===== config.mk =====
export PLATFORM = sky130hd
export DESIGN_NAME = rx_frame_sync
export DESIGN_NICKNAME = d
export VERILOG_FILES = /design/src/rtl/rx_frame_pkg.sv /design/src/rtl/rx_frame_sync_crc.sv /design/src/rtl/rx_frame_sync.sv
export SDC_FILE = /design/constraint.sdc
export NUM_CORES = 1
export LEC_CHECK = 0
export ABC_AREA = 0
export CELL_PAD_IN_SITES_DETAIL_PLACEMENT = 1
export CELL_PAD_IN_SITES_GLOBAL_PLACEMENT = 1
export CORE_AREA = 2 2 168 170
export CTS_CLUSTER_DIAMETER = 200
export DETAILED_ROUTE_END_ITERATION = 10
export DIE_AREA = 0 0 170 172
export PLACE_DENSITY = 0.74
export SLEW_MARGIN = 20
export SYNTH_ARGS = -nofsm -noshare
export SYNTH_HDL_FRONTEND = slang
export SYNTH_SLANG_ARGS = --single-unit

===== constraint.sdc =====
create_clock -name i_clk20m -period 4.7 [get_ports i_clk20m]
set_input_delay 0.47 -clock i_clk20m [delete_from_list [all_inputs] [get_ports i_clk20m]]
set_output_delay 0.47 -clock i_clk20m [all_outputs]
set_load 0.005 [all_outputs]

===== src/rtl/rx_frame_pkg.sv =====
// Shared types and constants for the rx_frame_sync receive front end.
// Holds the FSM state encoding, CRC-16/CCITT-FALSE constants, header
// geometry and a one-bit CRC update helper.
package rx_frame_pkg;

    typedef enum logic [1:0] {
        HUNT = 2'd0,
        HDR  = 2'd1,
        PASS = 2'd2,
        HOLD = 2'd3
    } rx_state_e;

    localparam logic [15:0] CRC16_POLY = 16'h1021;
    localparam logic [15:0] CRC16_INIT = 16'hFFFF;

    localparam int HDR_BITS = 32;
    localparam int CRC_BITS = 16;

    // Header field bit positions within the 32-bit header word
    localparam int HDR_TYPE_MSB = 31;
    localparam int HDR_TYPE_LSB = 24;
    localparam int HDR_SEG_MSB  = 23;
    localparam int HDR_SEG_LSB  = 16;
    localparam int HDR_LEN_MSB  = 15;
    localparam int HDR_LEN_LSB  = 0;

    // One serial CRC step, MSB-first, no reflection
    function automatic logic [15:0] crc16_step(input logic [15:0] crc, input logic din);
        logic fb;
        fb = crc[15] ^ din;
        if (fb) begin
            crc16_step = {crc[14:0], 1'b0} ^ CRC16_POLY;
        end else begin
            crc16_step = {crc[14:0], 1'b0};
        end
    endfunction

endpackage


===== src/rtl/rx_frame_sync_crc.sv =====
// crc16_ccitt_serial: bit-serial CRC-16/CCITT-FALSE engine.
// Ports: clk, rstn (async active-low), init (reload 0xFFFF, wins over en),
//        en (absorb in_bit this cycle), in_bit (data, MSB first),
//        crc[15:0] (registered running CRC).
module crc16_ccitt_serial
    import rx_frame_pkg::*;
(
    input  logic        clk,
    input  logic        rstn,
    input  logic        init,
    input  logic        en,
    input  logic        in_bit,
    output logic [15:0] crc
);

    logic [15:0] crc_q;
    logic [15:0] crc_d;

    // Next CRC value: reload, absorb one bit, or hold
    always_comb begin
        crc_d = crc_q;
        if (init) begin
            crc_d = CRC16_INIT;
        end else if (en) begin
            crc_d = crc16_step(crc_q, in_bit);
        end else begin
            crc_d = crc_q;
        end
    end

    // CRC state register
    always_ff @(posedge clk or negedge rstn) begin
        if (!rstn) begin
            crc_q <= CRC16_INIT;
        end else begin
            crc_q <= crc_d;
        end
    end

    assign crc = crc_q;

endmodule


===== src/rtl/rx_frame_sync.sv =====
// rx_frame_sync: hunts a serial stream for SYNC_WORD, parses the 4-byte
// header, forwards the frame on o_data (DLY+1 cycles late) gated by
// o_data_en, and reports the CRC of the frame minus its trailing 16 bits.
// Ports: i_clk20m, i_rstn (async active-low), i_rx_bit/i_rx_valid (serial in),
//        o_data/o_data_en (delayed frame), o_data_crc/o_data_crc_valid (held
//        CRC result), o_frame_err (abort/reject pulse), o_frame_cnt/o_err_cnt.
// Optional: define RX_FRAME_STAT_EN to build the saturating frame/error
// counters; otherwise both counter ports are constant zero.
module rx_frame_sync
    import rx_frame_pkg::*;
#(
    parameter logic [31:0] SYNC_WORD = 32'h1ACF_FC1D,
    parameter int          MAX_BYTES = 1024,
    parameter int          CRC_HOLD  = 160,
    parameter int          DLY       = 32
) (
    input  logic        i_clk20m,
    input  logic        i_rstn,
    input  logic        i_rx_bit,
    input  logic        i_rx_valid,
    output logic        o_data,
    output logic        o_data_en,
    output logic [15:0] o_data_crc,
    output logic        o_data_crc_valid,
    output logic        o_frame_err,
    output logic [15:0] o_frame_cnt,
    output logic [15:0] o_err_cnt
);

    localparam int                HOLD_W      = $clog2(CRC_HOLD + 1);
    localparam logic [HOLD_W-1:0] HOLD_LOAD   = HOLD_W'(CRC_HOLD - 1);
    localparam logic [16:0]       MAX_BYTES_W = 17'(MAX_BYTES);
    localparam logic [18:0]       HDR_BITS_W  = 19'(HDR_BITS);
    localparam logic [18:0]       CRC_BITS_W  = 19'(CRC_BITS);
    localparam logic [4:0]        HDR_LAST    = 5'(HDR_BITS - 1);

    rx_state_e          state_q, state_d;
    logic [DLY:0]       dly_q, dly_d;
    logic [31:0]        sync_q, sync_d;
    logic [4:0]         bit_cnt_q, bit_cnt_d;
    logic [14:0]        len_hi_q, len_hi_d;
    logic [18:0]        tot_q, tot_d;
    logic [18:0]        in_cnt_q, in_cnt_d;
    logic [18:0]        out_cnt_q, out_cnt_d;
    logic               data_en_q, data_en_d;
    logic [15:0]        crc_out_q, crc_out_d;
    logic               crc_vld_q, crc_vld_d;
    logic [HOLD_W-1:0]  hold_q, hold_d;
    logic               frame_err_q, frame_err_d;

    logic [31:0] sync_shift_s;
    logic [15:0] len_s;
    logic [16:0] bytes_s;
    logic [18:0] tot_s;
    logic        crc_init_s;
    logic        crc_en_s;
    logic [15:0] crc_s;

    // Frame length decode from the header bits seen so far plus the current bit
    always_comb begin
        sync_shift_s = {sync_q[30:0], i_rx_bit};
        len_s        = {len_hi_q, i_rx_bit};
        bytes_s      = {1'b0, len_s} + 17'd6;
        tot_s        = {bytes_s[15:0], 3'b000};
    end

    // Next-state and datapath control
    always_comb begin
        state_d     = state_q;
        dly_d       = {dly_q[DLY-1:0], i_rx_bit};
        sync_d      = sync_q;
        bit_cnt_d   = bit_cnt_q;
        len_hi_d    = len_hi_q;
        tot_d       = tot_q;
        in_cnt_d    = in_cnt_q;
        out_cnt_d   = out_cnt_q;
        data_en_d   = data_en_q;
        crc_out_d   = crc_out_q;
        crc_vld_d   = crc_vld_q;
        hold_d      = hold_q;
        frame_err_d = 1'b0;
        crc_init_s  = 1'b0;
        crc_en_s    = 1'b0;

        case (state_q)
            HUNT: begin
                if (!i_rx_valid) begin
                    sync_d = 32'd0;
                end else if (sync_shift_s == SYNC_WORD) begin
                    // Clearing here means a fresh 32 bits are needed after the frame
                    sync_d     = 32'd0;
                    bit_cnt_d  = 5'd0;
                    crc_init_s = 1'b1;
                    state_d    = HDR;
                end else begin
                    sync_d = sync_shift_s;
                end
            end
            HDR: begin
                if (!i_rx_valid) begin
                    frame_err_d = 1'b1;
                    state_d     = HUNT;
                end else begin
                    crc_en_s  = 1'b1;
                    len_hi_d  = {len_hi_q[13:0], i_rx_bit};
                    bit_cnt_d = bit_cnt_q + 5'd1;
                    if (bit_cnt_q == HDR_LAST) begin
                        if (bytes_s > MAX_BYTES_W) begin
                            frame_err_d = 1'b1;
                            state_d     = HUNT;
                        end else begin
                            // Output counter loads now so o_data_en rises with header bit 0 on o_data
                            tot_d     = tot_s;
                            in_cnt_d  = HDR_BITS_W;
                            out_cnt_d = tot_s;
                            state_d   = PASS;
                        end
                    end else begin
                        state_d = HDR;
                    end
                end
            end
            PASS: begin
                if ((in_cnt_q != tot_q) && !i_rx_valid) begin
                    frame_err_d = 1'b1;
                    data_en_d   = 1'b0;
                    out_cnt_d   = 19'd0;
                    state_d     = HUNT;
                end else begin
                    if (in_cnt_q != tot_q) begin
                        // Trailing CRC field is passed through but not absorbed
                        crc_en_s = (in_cnt_q < (tot_q - CRC_BITS_W));
                        in_cnt_d = in_cnt_q + 19'd1;
                    end else begin
                        in_cnt_d = in_cnt_q;
                    end
                    if (out_cnt_q != 19'd0) begin
                        data_en_d = 1'b1;
                        out_cnt_d = out_cnt_q - 19'd1;
                    end else if (data_en_q) begin
                        data_en_d = 1'b0;
                        crc_out_d = crc_s;
                        crc_vld_d = 1'b1;
                        hold_d    = HOLD_LOAD;
                        state_d   = HOLD;
                    end else begin
                        data_en_d = 1'b0;
                    end
                end
            end
            HOLD: begin
                if (hold_q == '0) begin
                    crc_vld_d = 1'b0;
                    state_d   = HUNT;
                end else begin
                    hold_d = hold_q - 1'b1;
                end
            end
            default: begin
                state_d = HUNT;
            end
        endcase
    end

    // State and datapath registers
    always_ff @(posedge i_clk20m or negedge i_rstn) begin
        if (!i_rstn) begin
            state_q     <= HUNT;
            dly_q       <= '0;
            sync_q      <= 32'd0;
            bit_cnt_q   <= 5'd0;
            len_hi_q    <= 15'd0;
            tot_q       <= 19'd0;
            in_cnt_q    <= 19'd0;
            out_cnt_q   <= 19'd0;
            data_en_q   <= 1'b0;
            crc_out_q   <= 16'd0;
            crc_vld_q   <= 1'b0;
            hold_q      <= '0;
            frame_err_q <= 1'b0;
        end else begin
            state_q     <= state_d;
            dly_q       <= dly_d;
            sync_q      <= sync_d;
            bit_cnt_q   <= bit_cnt_d;
            len_hi_q    <= len_hi_d;
            tot_q       <= tot_d;
            in_cnt_q    <= in_cnt_d;
            out_cnt_q   <= out_cnt_d;
            data_en_q   <= data_en_d;
            crc_out_q   <= crc_out_d;
            crc_vld_q   <= crc_vld_d;
            hold_q      <= hold_d;
            frame_err_q <= frame_err_d;
        end
    end

    crc16_ccitt_serial u_crc (
        .clk    (i_clk20m),
        .rstn   (i_rstn),
        .init   (crc_init_s),
        .en     (crc_en_s),
        .in_bit (i_rx_bit),
        .crc    (crc_s)
    );

    assign o_data           = dly_q[DLY];
    assign o_data_en        = data_en_q;
    assign o_data_crc       = crc_out_q;
    assign o_data_crc_valid = crc_vld_q;
    assign o_frame_err      = frame_err_q;

`ifdef RX_FRAME_STAT_EN
    logic [15:0] frame_cnt_q, frame_cnt_d;
    logic [15:0] err_cnt_q, err_cnt_d;

    // Saturating counters: accepted frames on CRC-valid rise, errors per pulse
    always_comb begin
        frame_cnt_d = frame_cnt_q;
        err_cnt_d   = err_cnt_q;
        if (crc_vld_d && !crc_vld_q && (frame_cnt_q != 16'hFFFF)) begin
            frame_cnt_d = frame_cnt_q + 16'd1;
        end else begin
            frame_cnt_d = frame_cnt_q;
        end
        if (frame_err_d && (err_cnt_q != 16'hFFFF)) begin
            err_cnt_d = err_cnt_q + 16'd1;
        end else begin
            err_cnt_d = err_cnt_q;
        end
    end

    // Statistics registers
    always_ff @(posedge i_clk20m or negedge i_rstn) begin
        if (!i_rstn) begin
            frame_cnt_q <= 16'd0;
            err_cnt_q   <= 16'd0;
        end else begin
            frame_cnt_q <= frame_cnt_d;
            err_cnt_q   <= err_cnt_d;
        end
    end

    assign o_frame_cnt = frame_cnt_q;
    assign o_err_cnt   = err_cnt_q;
`else
    assign o_frame_cnt = 16'd0;
    assign o_err_cnt   = 16'd0;
`endif

endmodule


==> results.toml <==
[floorplanning]
die_h_um = 172
pin_count = 56
fp-row-count = 61
die_area_um2 = 29200
die_w_um = 170
initial_core_util_pct = 34.3
core_region_area_um2 = 27500

[clocking]
clock_latency_ns = 0.45
post-cts-setup-buffers = 0
h-tree-depth = 4
cts_num_sinks = 183
cts_tree = "done"
cts_root_buffer = "clkbuf_16"
post_cts_resized = 0
cts_inserted_buffers = 17
path_clk_slew_ns = 0.07
clockBufferDepth = 2
hold_buffers = 0

[global_routing]
grt_max_degree = 98
grt.total_usage_pct = 16.6
overflow = 0
met2_usage_pct = 27.9
grt_first_pass_wirelength_mm = 38.8
met1_usage_pct = 22.0
grt_util_met3_pct = 3.04
busiest_layer = "met2"
antenna_found_initial = 0
grt_pass1_vias = 7447

[cells_and_area]
syn2layout_area_growth_pct = 11.5
antennaDiodeCount = 0
drive_gt1_share_pct = 9.31
stdcell_count = 1334
final_nets = 1008
stdcell_area_um2 = 10500

[sta]
tns_ns = 0
tightest_slew_ns = 1.02
relSlewSlack_pct = 31.7
grt_setup_unrepaired = "no"
setup_violations = 0
layout_setup_ws_ns = 1.08
skew_ns = 0.0147
max_freq_ghz = 0.276
period_minus_slack_ns = 3.62
min_period_over_period_pct = 77.1
finalMaxSlewViolations = 0
finalHoldViolCount = 0

[synth]
ys_warn_count = 0
synthCells = 966
synth.ff_latch_count = 183
syn_area_um2 = 9440
async_reset_ff_share_pct = 100
ys_seq_area_share_pct = 48.7
synth_ff_type = "dfrtp_1"
yosysTopAreaCellShare_pct = 44.3
syn_avg_cell_area_um2 = 9.77
synth-edff-count = 0
yosys.area.top_type = "dfrtp_1"
synthTopCellsByArea = "dfrtp_1, nand2_1, dfstp_2"
ys_types = 75

[route]
num_vias = 7168
route.detailed.drc = 0
viasPerCell = 5.37
antenna_left = 0
first_pass_iters = 4
first_iter_violations = 492
routedWlPerCell_um = 17.2
drt_wl_total_mm = 23.0

[placement]
place_inst = 1302
dpl.hpwl_mm = 15.7
gp_congestion = 0.858
place_area_um2 = 9930
io_buffers = 23
pre_cts_slack_ns = 1.10

[critical_path]
endpoint_kind = "register"
critPathArrivalTime_ns = 3.99
cp_max_fo = 16
critical_path_class = "register to register"
start_kind = "register"
worstPathRequired_ns = 5.07

[power]
p_leak_nw = 4.74
cellPowerDensity_nw_per_um2 = 479
irDropWorstVdd_v = 0.000288

[run]
maxCapViolations = 0

[min_path]
hold_class = "input port to asynchronous set/reset pin"

[outcome]
status = "completed"
==> worst paths after layout <==
check,startpoint,endpoint,slack (ns),cells past startpoint
setup reg to reg,tot_q[6]$_DFFE_PN0P_,u_crc.crc[6]$_DFFE_PN1P_,1.08,14
hold / removal,i_rstn,len_hi_q[5]$_DFFE_PN0P_,0.07,1
max in group asynchronous,i_rstn,u_crc.crc[7]$_DFFE_PN1P_,3.64,2
min in group i_clk20m,dly_q[11]$_DFF_PN0_,dly_q[12]$_DFF_PN0_,0.35,0
setup / recovery,tot_q[6]$_DFFE_PN0P_,u_crc.crc[6]$_DFFE_PN1P_,1.08,14
hold reg to reg,dly_q[11]$_DFF_PN0_,dly_q[12]$_DFF_PN0_,0.35,0
==> sequential cells by signal, summed over array words and instances (netlist names) <==
signal            count
out_cnt_q            19
o_data_en             1
state_q               2
hold_q                8
o_frame_err           1
bit_cnt_q             5
o_data_crc           16
in_cnt_q             19
u_crc.crc            16
len_hi_q             15
o_data_crc_valid      1
tot_q                16
dly_q                33
sync_q               31
==> cells in the final DEF (no fill, tap or decap), types with 25 or more instances in the layout <==
cell,count
dfrtp_1,167
nand2_1,131
conb_1,32
ha_1,29
o21ai_0,63
nor2_1,56
inv_1,61
a31oi_1,27
nand3_1,25
xor2_1,33
==> report_power, final <==
group          internal, mW  switching (mW)  total (mW)
registers              1.88           0.284        2.16
clock network         0.771           0.683        1.45
logic                 0.579           0.851        1.43
==> final cells by class <==
class | instances | area (µm²)
Timing Repair Buffer | 37 | 352
Fill cell | 3112 | 17000
Tap cell | 346 | 433
Clock inverter | 13 | 145
Clock buffer | 19 | 443
Multi-Input combinational cell | 674 | 4320
Inverter | 62 | 233
Sequential cell | 183 | 4600
==> Yosys cell counts (all sizes together) (20+ instances only) <==
| cell type | count |
|---|---|
| o21ai | 65 |
| xor2 | 33 |
| a31oi | 27 |
| inv | 61 |
| a21oi | 24 |
| clkbuf | 41 |
| mux2i | 20 |
| nand3 | 25 |
| nor2 | 57 |
| nand2 | 131 |
| ha | 29 |
| buf | 37 |
| dfrtp | 167 |
==> metrics by stage <==
stage / util [%] / power (mW) / hold WS (ns)
global route: 38.3 / 5.36 / 0.130
CTS: 38.3 / 5.09 / 0.111
finish: 38.3 / 5.04 / 0.0717
global placement: 36.2 / 3.55 / 0.333
detailed placement: 36.2 / 3.61 / 0.336
floorplan: - / 3.17 / 0.174
==> cells by family (layout without fill, tap and decap cells) <==
| family | count (synthesis) | after routing | share of synthesized area [%] |
|---|---|---|---|
| other | 1 | 32 | 0.0397 |
| flip-flops | 183 | 183 | 48.7 |
| multiplexers | 37 | 37 | 4.15 |
| buffers and inverters | 140 | 131 | 6.91 |
| AND/OR/NAND/NOR | 307 | 307 | 15.6 |
| XOR/XNOR | 50 | 50 | 4.64 |
| adder cells (fa/ha/maj) | 29 | 29 | 3.85 |
| AO/OA/AOI/OAI | 219 | 219 | 16.0 |
==> layer usage <==
metal | wire length, µm | vias to the layer above
met1 | 10800 | 3639
met5 | 0 | -
met2 | 11100 | 129
met3 | 744 | 26
met4 | 312 | 0
li1 | - | 3374
==> critical path, cell delays in order (launching register included) <==
cell,delay (ns)
dfrtp_1,0.46
nor4_1,0.42
nand2_1,0.16
nor3_1,0.29
nand2b_1,0.15
nor3_1,0.23
xnor2_1,0.09
ha_1,0.27
nor2b_1,0.24
nand3_1,0.11
o41ai_1,0.38
o41a_1,0.27
a211oi_4,0.04
buf_4,0.23
mux2i_1,0.19
Note: power is estimated with default switching activity, not from simulation.
